<file path="config.mk">
export PLATFORM = sky130hd
export DESIGN_NAME = mem_wb_stage
export DESIGN_NICKNAME = d
export VERILOG_FILES = /design/src/rtl/mem_wb_stage.sv
export SDC_FILE = /design/constraint.sdc
export NUM_CORES = 1
export LEC_CHECK = 0
export ABC_AREA = 1
export CORE_AREA = 2 2 148 150
export CTS_BUF_LIST = sky130_fd_sc_hd__clkbuf_8
export DETAILED_ROUTE_END_ITERATION = 16
export DIE_AREA = 0 0 150 152
export GPL_ROUTABILITY_DRIVEN = 0
export GPL_TIMING_DRIVEN = 1
export PLACE_DENSITY = 0.62
export REMOVE_ABC_BUFFERS = 1
export SETUP_SLACK_MARGIN = 0.3
export SLEW_MARGIN = 10
export SYNTH_ARGS = -nofsm -noshare
export SYNTH_HDL_FRONTEND = slang
export SYNTH_SLANG_ARGS = --single-unit
</file>
<file path="constraint.sdc">
create_clock -name clk -period 5.9 [get_ports clk]
set_input_delay 0.885 -clock clk [delete_from_list [all_inputs] [get_ports clk]]
set_output_delay 0.885 -clock clk [all_outputs]
set_load 0.1 [all_outputs]
</file>
<file path="src/rtl/mem_wb_stage.sv">
// ---------------------------------------------------------------------------
// mem_wb_stage
//
// MEM/WB pipeline register and writeback logic of the 64-bit core.
// The memory-stage result (load data or ALU result) is merged with the old
// destination value according to the participation field (PPP). The merged
// value is registered at capture and presented to the register file write
// port one cycle later. The stage also exposes a forwarding copy of the
// pending write, a retired-instruction counter and the halt handshake.
//
// Bit numbering follows the core convention: bit 0 is the MSB, so "upper
// half [0:31]" is the most significant 32 bits, and byte 0 is the most
// significant byte.
//
// Ports
//   clk            core clock, all state updates on the rising edge
//   reset          asynchronous active-low reset (low = asserted)
//   mem_valid      MEM stage presents an instruction this cycle
//   mem_wr         instruction writes a register
//   mem_is_load    select mem_load_data (1) or mem_alu_result (0)
//   mem_rd_addr    destination register
//   mem_ppp        participation: 000 all, 001 upper half, 010 lower half,
//                  011 even bytes, 100 odd bytes, 101-111 treated as 000
//   mem_alu_result ALU result
//   mem_load_data  data memory read data
//   mem_rd_old     old destination value carried down the pipe
//   mem_halt       instruction is HALT
//   wb_stall       hold the stage: no capture, no write
//   writeEnable    register file write strobe
//   rD_address     register file write address
//   rD_data        register file write data
//   fwd_valid      pending write visible for forwarding
//   fwd_addr       forwarding address (same as rD_address)
//   fwd_data       forwarding data (same as rD_data)
//   retired_count  instructions retired since reset (wraps silently)
//   cpu_halted     core halted; only reset leaves this state
// ---------------------------------------------------------------------------
module mem_wb_stage #(
  parameter int DATA_W = 64,
  parameter int ADDR_W = 5,
  parameter int CNT_W  = 32
) (
  input  logic              clk,
  input  logic              reset,
  input  logic              mem_valid,
  input  logic              mem_wr,
  input  logic              mem_is_load,
  input  logic [ADDR_W-1:0] mem_rd_addr,
  input  logic [2:0]        mem_ppp,
  input  logic [DATA_W-1:0] mem_alu_result,
  input  logic [DATA_W-1:0] mem_load_data,
  input  logic [DATA_W-1:0] mem_rd_old,
  input  logic              mem_halt,
  input  logic              wb_stall,
  output logic              writeEnable,
  output logic [ADDR_W-1:0] rD_address,
  output logic [DATA_W-1:0] rD_data,
  output logic              fwd_valid,
  output logic [ADDR_W-1:0] fwd_addr,
  output logic [DATA_W-1:0] fwd_data,
  output logic [CNT_W-1:0]  retired_count,
  output logic              cpu_halted
);

  localparam int NBYTES = DATA_W / 8;

  typedef enum logic [0:0] {
    ST_RUN    = 1'b0,
    ST_HALTED = 1'b1
  } state_t;

  // -------------------------------------------------------------------------
  // Reset synchroniser: assertion propagates immediately (the flops clear
  // asynchronously), deassertion reaches the stage only after two clock
  // edges so that release never races the clock.
  // -------------------------------------------------------------------------
  logic [1:0] rst_sync_q;
  logic [1:0] rst_sync_d;
  logic       rst_n;

  always_comb begin
    rst_sync_d = {rst_sync_q[0], 1'b1};
  end

  always_ff @(posedge clk or negedge reset) begin
    if (!reset) begin
      rst_sync_q <= 2'b00;
    end else begin
      rst_sync_q <= rst_sync_d;
    end
  end

  assign rst_n = rst_sync_q[1];

  // -------------------------------------------------------------------------
  // Lane selection: returns whether byte b (byte 0 = most significant)
  // takes the new value for a given participation code. Reserved codes fall
  // through to "all bytes".
  // -------------------------------------------------------------------------
  function automatic logic lane_active(input logic [2:0] ppp, input int b);
    logic act;
    act = 1'b1;
    case (ppp)
      3'b001:  act = (b < NBYTES / 2);
      3'b010:  act = (b >= NBYTES / 2);
      3'b011:  act = ((b % 2) == 0);
      3'b100:  act = ((b % 2) == 1);
      default: act = 1'b1;
    endcase
    return act;
  endfunction

  // -------------------------------------------------------------------------
  // Merge datapath, evaluated at capture time so that rD_data comes straight
  // from a flop.
  // -------------------------------------------------------------------------
  logic [DATA_W-1:0] sel_value;
  logic [DATA_W-1:0] lane_mask;
  logic [DATA_W-1:0] merged_value;

  always_comb begin
    sel_value = mem_is_load ? mem_load_data : mem_alu_result;
    lane_mask = '0;
    for (int b = 0; b < NBYTES; b++) begin
      lane_mask[DATA_W-1-8*b -: 8] = {8{lane_active(mem_ppp, b)}};
    end
    merged_value = (sel_value & lane_mask) | (mem_rd_old & ~lane_mask);
  end

  // -------------------------------------------------------------------------
  // Stage state
  // -------------------------------------------------------------------------
  state_t            state_q,     state_d;
  logic              valid_q,     valid_d;
  logic              wr_q,        wr_d;
  logic              halt_q,      halt_d;
  logic [ADDR_W-1:0] rd_addr_q,   rd_addr_d;
  logic [DATA_W-1:0] wb_data_q,   wb_data_d;
  logic [CNT_W-1:0]  count_q,     count_d;
  logic              halted_q,    halted_d;

  logic advance;
  logic retire;
  logic halt_now;

  // Next-state logic. "advance" is an edge on which the stage moves: the
  // held instruction retires and the next one is captured on the same edge.
  // A HALT retiring clears valid so nothing captured alongside it survives.
  always_comb begin
    advance  = (state_q == ST_RUN) && !wb_stall;
    retire   = advance && valid_q;
    halt_now = retire && halt_q;

    state_d   = state_q;
    valid_d   = valid_q;
    wr_d      = wr_q;
    halt_d    = halt_q;
    rd_addr_d = rd_addr_q;
    wb_data_d = wb_data_q;
    count_d   = count_q;
    halted_d  = halted_q;

    if (advance) begin
      valid_d   = mem_valid && !halt_now;
      wr_d      = mem_wr;
      halt_d    = mem_halt;
      rd_addr_d = mem_rd_addr;
      wb_data_d = merged_value;
    end

    if (retire) begin
      count_d = count_q + CNT_W'(1);
    end

    if (halt_now) begin
      state_d  = ST_HALTED;
      halted_d = 1'b1;
    end
  end

  // Single register block for the FSM and the pipeline payload.
  always_ff @(posedge clk or negedge rst_n) begin
    if (!rst_n) begin
      state_q   <= ST_RUN;
      valid_q   <= 1'b0;
      wr_q      <= 1'b0;
      halt_q    <= 1'b0;
      rd_addr_q <= '0;
      wb_data_q <= '0;
      count_q   <= '0;
      halted_q  <= 1'b0;
    end else begin
      state_q   <= state_d;
      valid_q   <= valid_d;
      wr_q      <= wr_d;
      halt_q    <= halt_d;
      rd_addr_q <= rd_addr_d;
      wb_data_q <= wb_data_d;
      count_q   <= count_d;
      halted_q  <= halted_d;
    end
  end

  // -------------------------------------------------------------------------
  // Outputs. A pending write is one that is valid, writes, targets a
  // register other than r0 and is not the HALT itself. Forwarding ignores
  // the stall so bypass still sees the held value; the strobe does not.
  // -------------------------------------------------------------------------
  logic pending_write;

  always_comb begin
    pending_write = valid_q && wr_q && !halt_q && (rd_addr_q != '0) &&
                    (state_q == ST_RUN);
  end

  assign writeEnable   = pending_write && !wb_stall;
  assign fwd_valid     = pending_write;
  assign rD_address    = rd_addr_q;
  assign rD_data       = wb_data_q;
  assign fwd_addr      = rd_addr_q;
  assign fwd_data      = wb_data_q;
  assign retired_count = count_q;
  assign cpu_halted    = halted_q;

endmodule
</file>
# Word level (Yosys, flattened, before mapping)
# Cells that the tools add are included.
[op_classes] n_addsub=1 n_eq_ne=4 muxes=5 n_bitwise=5 reduce_logical=17
[op_table] operator="bitwise AND 64 bit" count=2
[op_table] operator="2-to-1 mux 64 bit" count=1
[op_table] operator="inverter 64 bit" count=1
[op_table] operator="OR 64 bit" count=1
[op_table] operator="adder 32 x 1 -> 32 bit, second input constant" count=1
[op_table] operator="logical AND 1 bit" count=9
[op_table] operator="OR reduction 2 bit" count=4
[op_table] operator="== test 3 x 2 -> 1 bit, second input constant" count=2
[op_table] operator="nonzero test 5 bit" count=1
[op_table] operator="2-to-1 mux 1 bit" count=4
[op_table] operator="== test 3 x 1 -> 1 bit, second input constant" count=1
[op_table] operator="== test 3 bit, second input constant" count=1
[op_table] operator="logical NOT 1 bit" count=3
[op_table] operator="inverter 1 bit" count=1
[totals] regBits=107 inputBits=207 wordCells=40

# Logic depth before layout (Yosys ltp)
[logic_depth] ltp_word=6 ltp_mapped=10 ltp_nobuf=10

# Worst setup path after synthesis
# No wires, ideal clock.
[synth_timing] path_kind="reg-to-output" from="register cpu_halted (netlist name)" to="output writeEnable" arrival_time_ns=2.494 required_time_ns=5.015 path_slack_ns=2.521 path_stages_with_launch=4 n_path_buf=0 path_cell_list="dfrtp_1 > nor4_1 > nand2_1 > nor2_1"
[synth_rtl] item="end, declared" line_no="55" rtl="output logic writeEnable,"

# Worst setup path in the final report
[layout_timing] from="input wb_stall" to="output writeEnable"
[layout_between] elab_chain_len=2
[layout_lines] item="start, declared" line_no="54" rtl="input logic wb_stall,"
[layout_lines] item="logical NOT 1 bit" line_no="216" rtl="assign writeEnable = pending_write && !wb_stall;"
[layout_lines] item="logical AND 1 bit" line_no="216"
# Every way passes these cells.

==> results.yml <==
clock_network:
  postCtsSetupRepairBufs: 0
  htree_levels: 3
  cts_tree: "done"
  ctsResizeCount: 0
  cts_root_buf: "clkbuf_8"
  cts.sinks: 107
  cts_buffers: 9
  clock_latency_ns: 0.38
  cts.reportedPaths.clkPinSlew_ns: 0.11
  cts_buffer_depth: 2
  ctsHoldBuffers: 0
synthesis:
  ys_seq_area_share_pct: 43.0
  yosys_warnings: 0
  synth_cell_type_count: 27
  post_synth_inst_count: 845
  synth-seq-cells: 107
  postSynthAreaPerCell_um2: 7.38
  netlist_area_um2: 6230
timing:
  worst-slew-pin-transition_ns: 1.09
  period_minus_slack_ns: 3.53
  rsz0062_at_grt: "no"
  fin_tns_setup_ns: 0
  skew_ns: 0.0149
  final-max-slew-violation-count: 0
  fmax_mhz: 284
  fin_crit_sh_pct: 59.8
  finalHoldViolations: 0
  relSlewSlack_pct: 27.1
  setup_viol: 0
global_route:
  antenna_found_initial: 2
  grt_max_degree: 69
  grt_pass1_vias: 6335
  grt_overflow: 0
  grt_pass1_wl_um: 35800
  grt.total_usage_pct: 20.4
cells_and_area:
  drive_gt1_share_pct: 2.81
  nFillCells: 2144
  final_cell_mix: "clkdlybuf4s50_1, nand2_1, nor2_1"
  finish.utilization_pct: 46.7
  nNetsFinal: 1340
  area_delta_synth_final_pct: 60.0
  layout_commonest_cell: "clkdlybuf4s50_1"
placed_design:
  dp_hpwl_um: 17800
  io_buffers: 379
route:
  finalWirelength_um: 23400
  drtIter0Drc: 210
  drtAntennaViolNets: 0
  drcViolationCount: 0
  vias: 6440
  viasPerCell: 4.54
  wl_per_cell_um: 16.5
  dr.pass1.iters: 6
power_and_ir_drop:
  irDropWorstVdd_mv: 0.0975
  p_total_mw: 2.14
  power.density_nw_per_um2: 215
  leakage_nw: 4.32
floorplanning:
  die_width_um: 150
  io_pins: 380
  die_h_um: 152
  core_area_um2: 21400
  initial_utilization_pct: 29.2
  rows: 54
  die_area_um2: 22800
setup_path:
  start_kind: "primary input"
  endpoint_kind: "output port"
  rr_startpoint: "cpu_halted"
  crit_path_start: "wb_stall"
  crit_type: "primary input to output port"
  crit_arrival_ns: 2.64
  crit_required_ns: 5.02
  crit_fanout: 3
min_path:
  hp-class: "flip-flop to asynchronous set/reset pin"
flow_run:
  max-cap-violations: 0
outcome:
  status: "finished, final reports clean"
final timing paths:
kind / end / slack, ns / depth (start not counted)
worst min-delay path: fwd_data[62] / 0.31 / 0
worst min register to register: fwd_data[62] / 0.31 / 0
min in group clk: rst_sync_q[1] / 0.36 / 0
worst max register to register: retired_count[23] / 3.72 / 9
worst max-delay path: writeEnable / 2.37 / 3
max in group asynchronous: fwd_data[56] / 4.26 / 1
sequential cells by signal (all words and copies together) (netlist names):
register / flops
fwd_data: 64
retired_count: 32
valid_q: 1
cpu_halted: 1
wr_q: 1
rst_sync_q: 2
halt_q: 1
fwd_addr: 5
Yosys cell counts:
| library cell | n | area, um^2 |
|---|---|---|
| inv_2 | 1 | 3.75 |
| nand4_1 | 7 | 43.8 |
| buf_4 | 69 | 518 |
| clkinv_2 | 1 | 5.00 |
| o21ai_0 | 71 | 355 |
| nor2_2 | 2 | 12.5 |
| and2_1 | 1 | 6.26 |
| o211ai_1 | 49 | 368 |
| nand3b_1 | 1 | 7.51 |
| nor2_1 | 134 | 503 |
| xnor2_1 | 12 | 105 |
| xor2_1 | 10 | 87.6 |
| buf_2 | 8 | 40.0 |
| nor3_1 | 3 | 15.0 |
| conb_1 | 1 | 3.75 |
| nand2_1 | 238 | 893 |
| inv_1 | 43 | 161 |
| ha_1 | 1 | 12.5 |
| o21ai_1 | 1 | 5.00 |
| nand3_1 | 16 | 80.1 |
| dfrtp_1 | 107 | 2680 |
| a21oi_1 | 32 | 160 |
| nor2_4 | 2 | 22.5 |
| nor3b_1 | 1 | 7.51 |
| nand2_4 | 1 | 11.3 |
| nor4_1 | 1 | 6.26 |
| clkbuf_1 | 32 | 120 |
report_power, final:
| group | internal (mW) | switching [mW] |
|---|---|---|
| Combinational | 0.250 | 0.575 |
| Sequential | 0.764 | 0.0369 |
| Clock | 0.243 | 0.273 |
per-layer routing:
layer | vias to the layer above | part of all wire, % | track usage (%)
met2 | 243 | 51 | 35.3
met4 | 0 | 2.5 | 6.83
met5 | - | 0 | 0
li1 | 3221 | - | -
met1 | 2947 | 39 | 24.4
met3 | 29 | 7.8 | 5.29
stage by stage:
step / hold slack, ns / area (um^2) / cells / setup slack [ns]
2_1_floorplan: 0.331 / 5550 / 736 / 1.90
3_5_place_dp: 0.331 / 9740 / 1401 / 2.38
4_1_cts: 0.342 / 9960 / 1417 / 2.37
3_3_place_gp: 0.335 / 9740 / 1401 / 2.38
5_1_grt: 0.365 / 9970 / 1419 / 2.30
6_report: 0.306 / 9970 / 1419 / 2.37
worst max-delay path, stage by stage:
cell	delay, ns
clkdlybuf4s50_1	0.48
nor2_1	0.13
clkdlybuf4s50_1	1.14
final cells by class:
type	count	area [um^2]	share of cell area, %
Antenna cell	2	5.00	0.0502
Inverter	45	170	1.71
Clock inverter	7	96.3	0.966
Multi-Input combinational cell	584	2710	27.2
Sequential cell	107	2680	26.9
Tap cell	280	350	3.51
Clock buffer	9	124	1.24
Timing Repair Buffer	385	3830	38.5
logic make-up after synthesis:
group	after synthesis	share of synthesized area, %
flip-flops	107	43.0
XOR/XNOR	22	3.09
other	1	0.0602
AND/OR/NAND/NOR	407	25.8
adder cells (fa/ha/maj)	1	0.201
AO/OA/AOI/OAI	153	14.3
buffers and inverters	154	13.6
No activity file was read; power rests on OpenSTA's default activity.
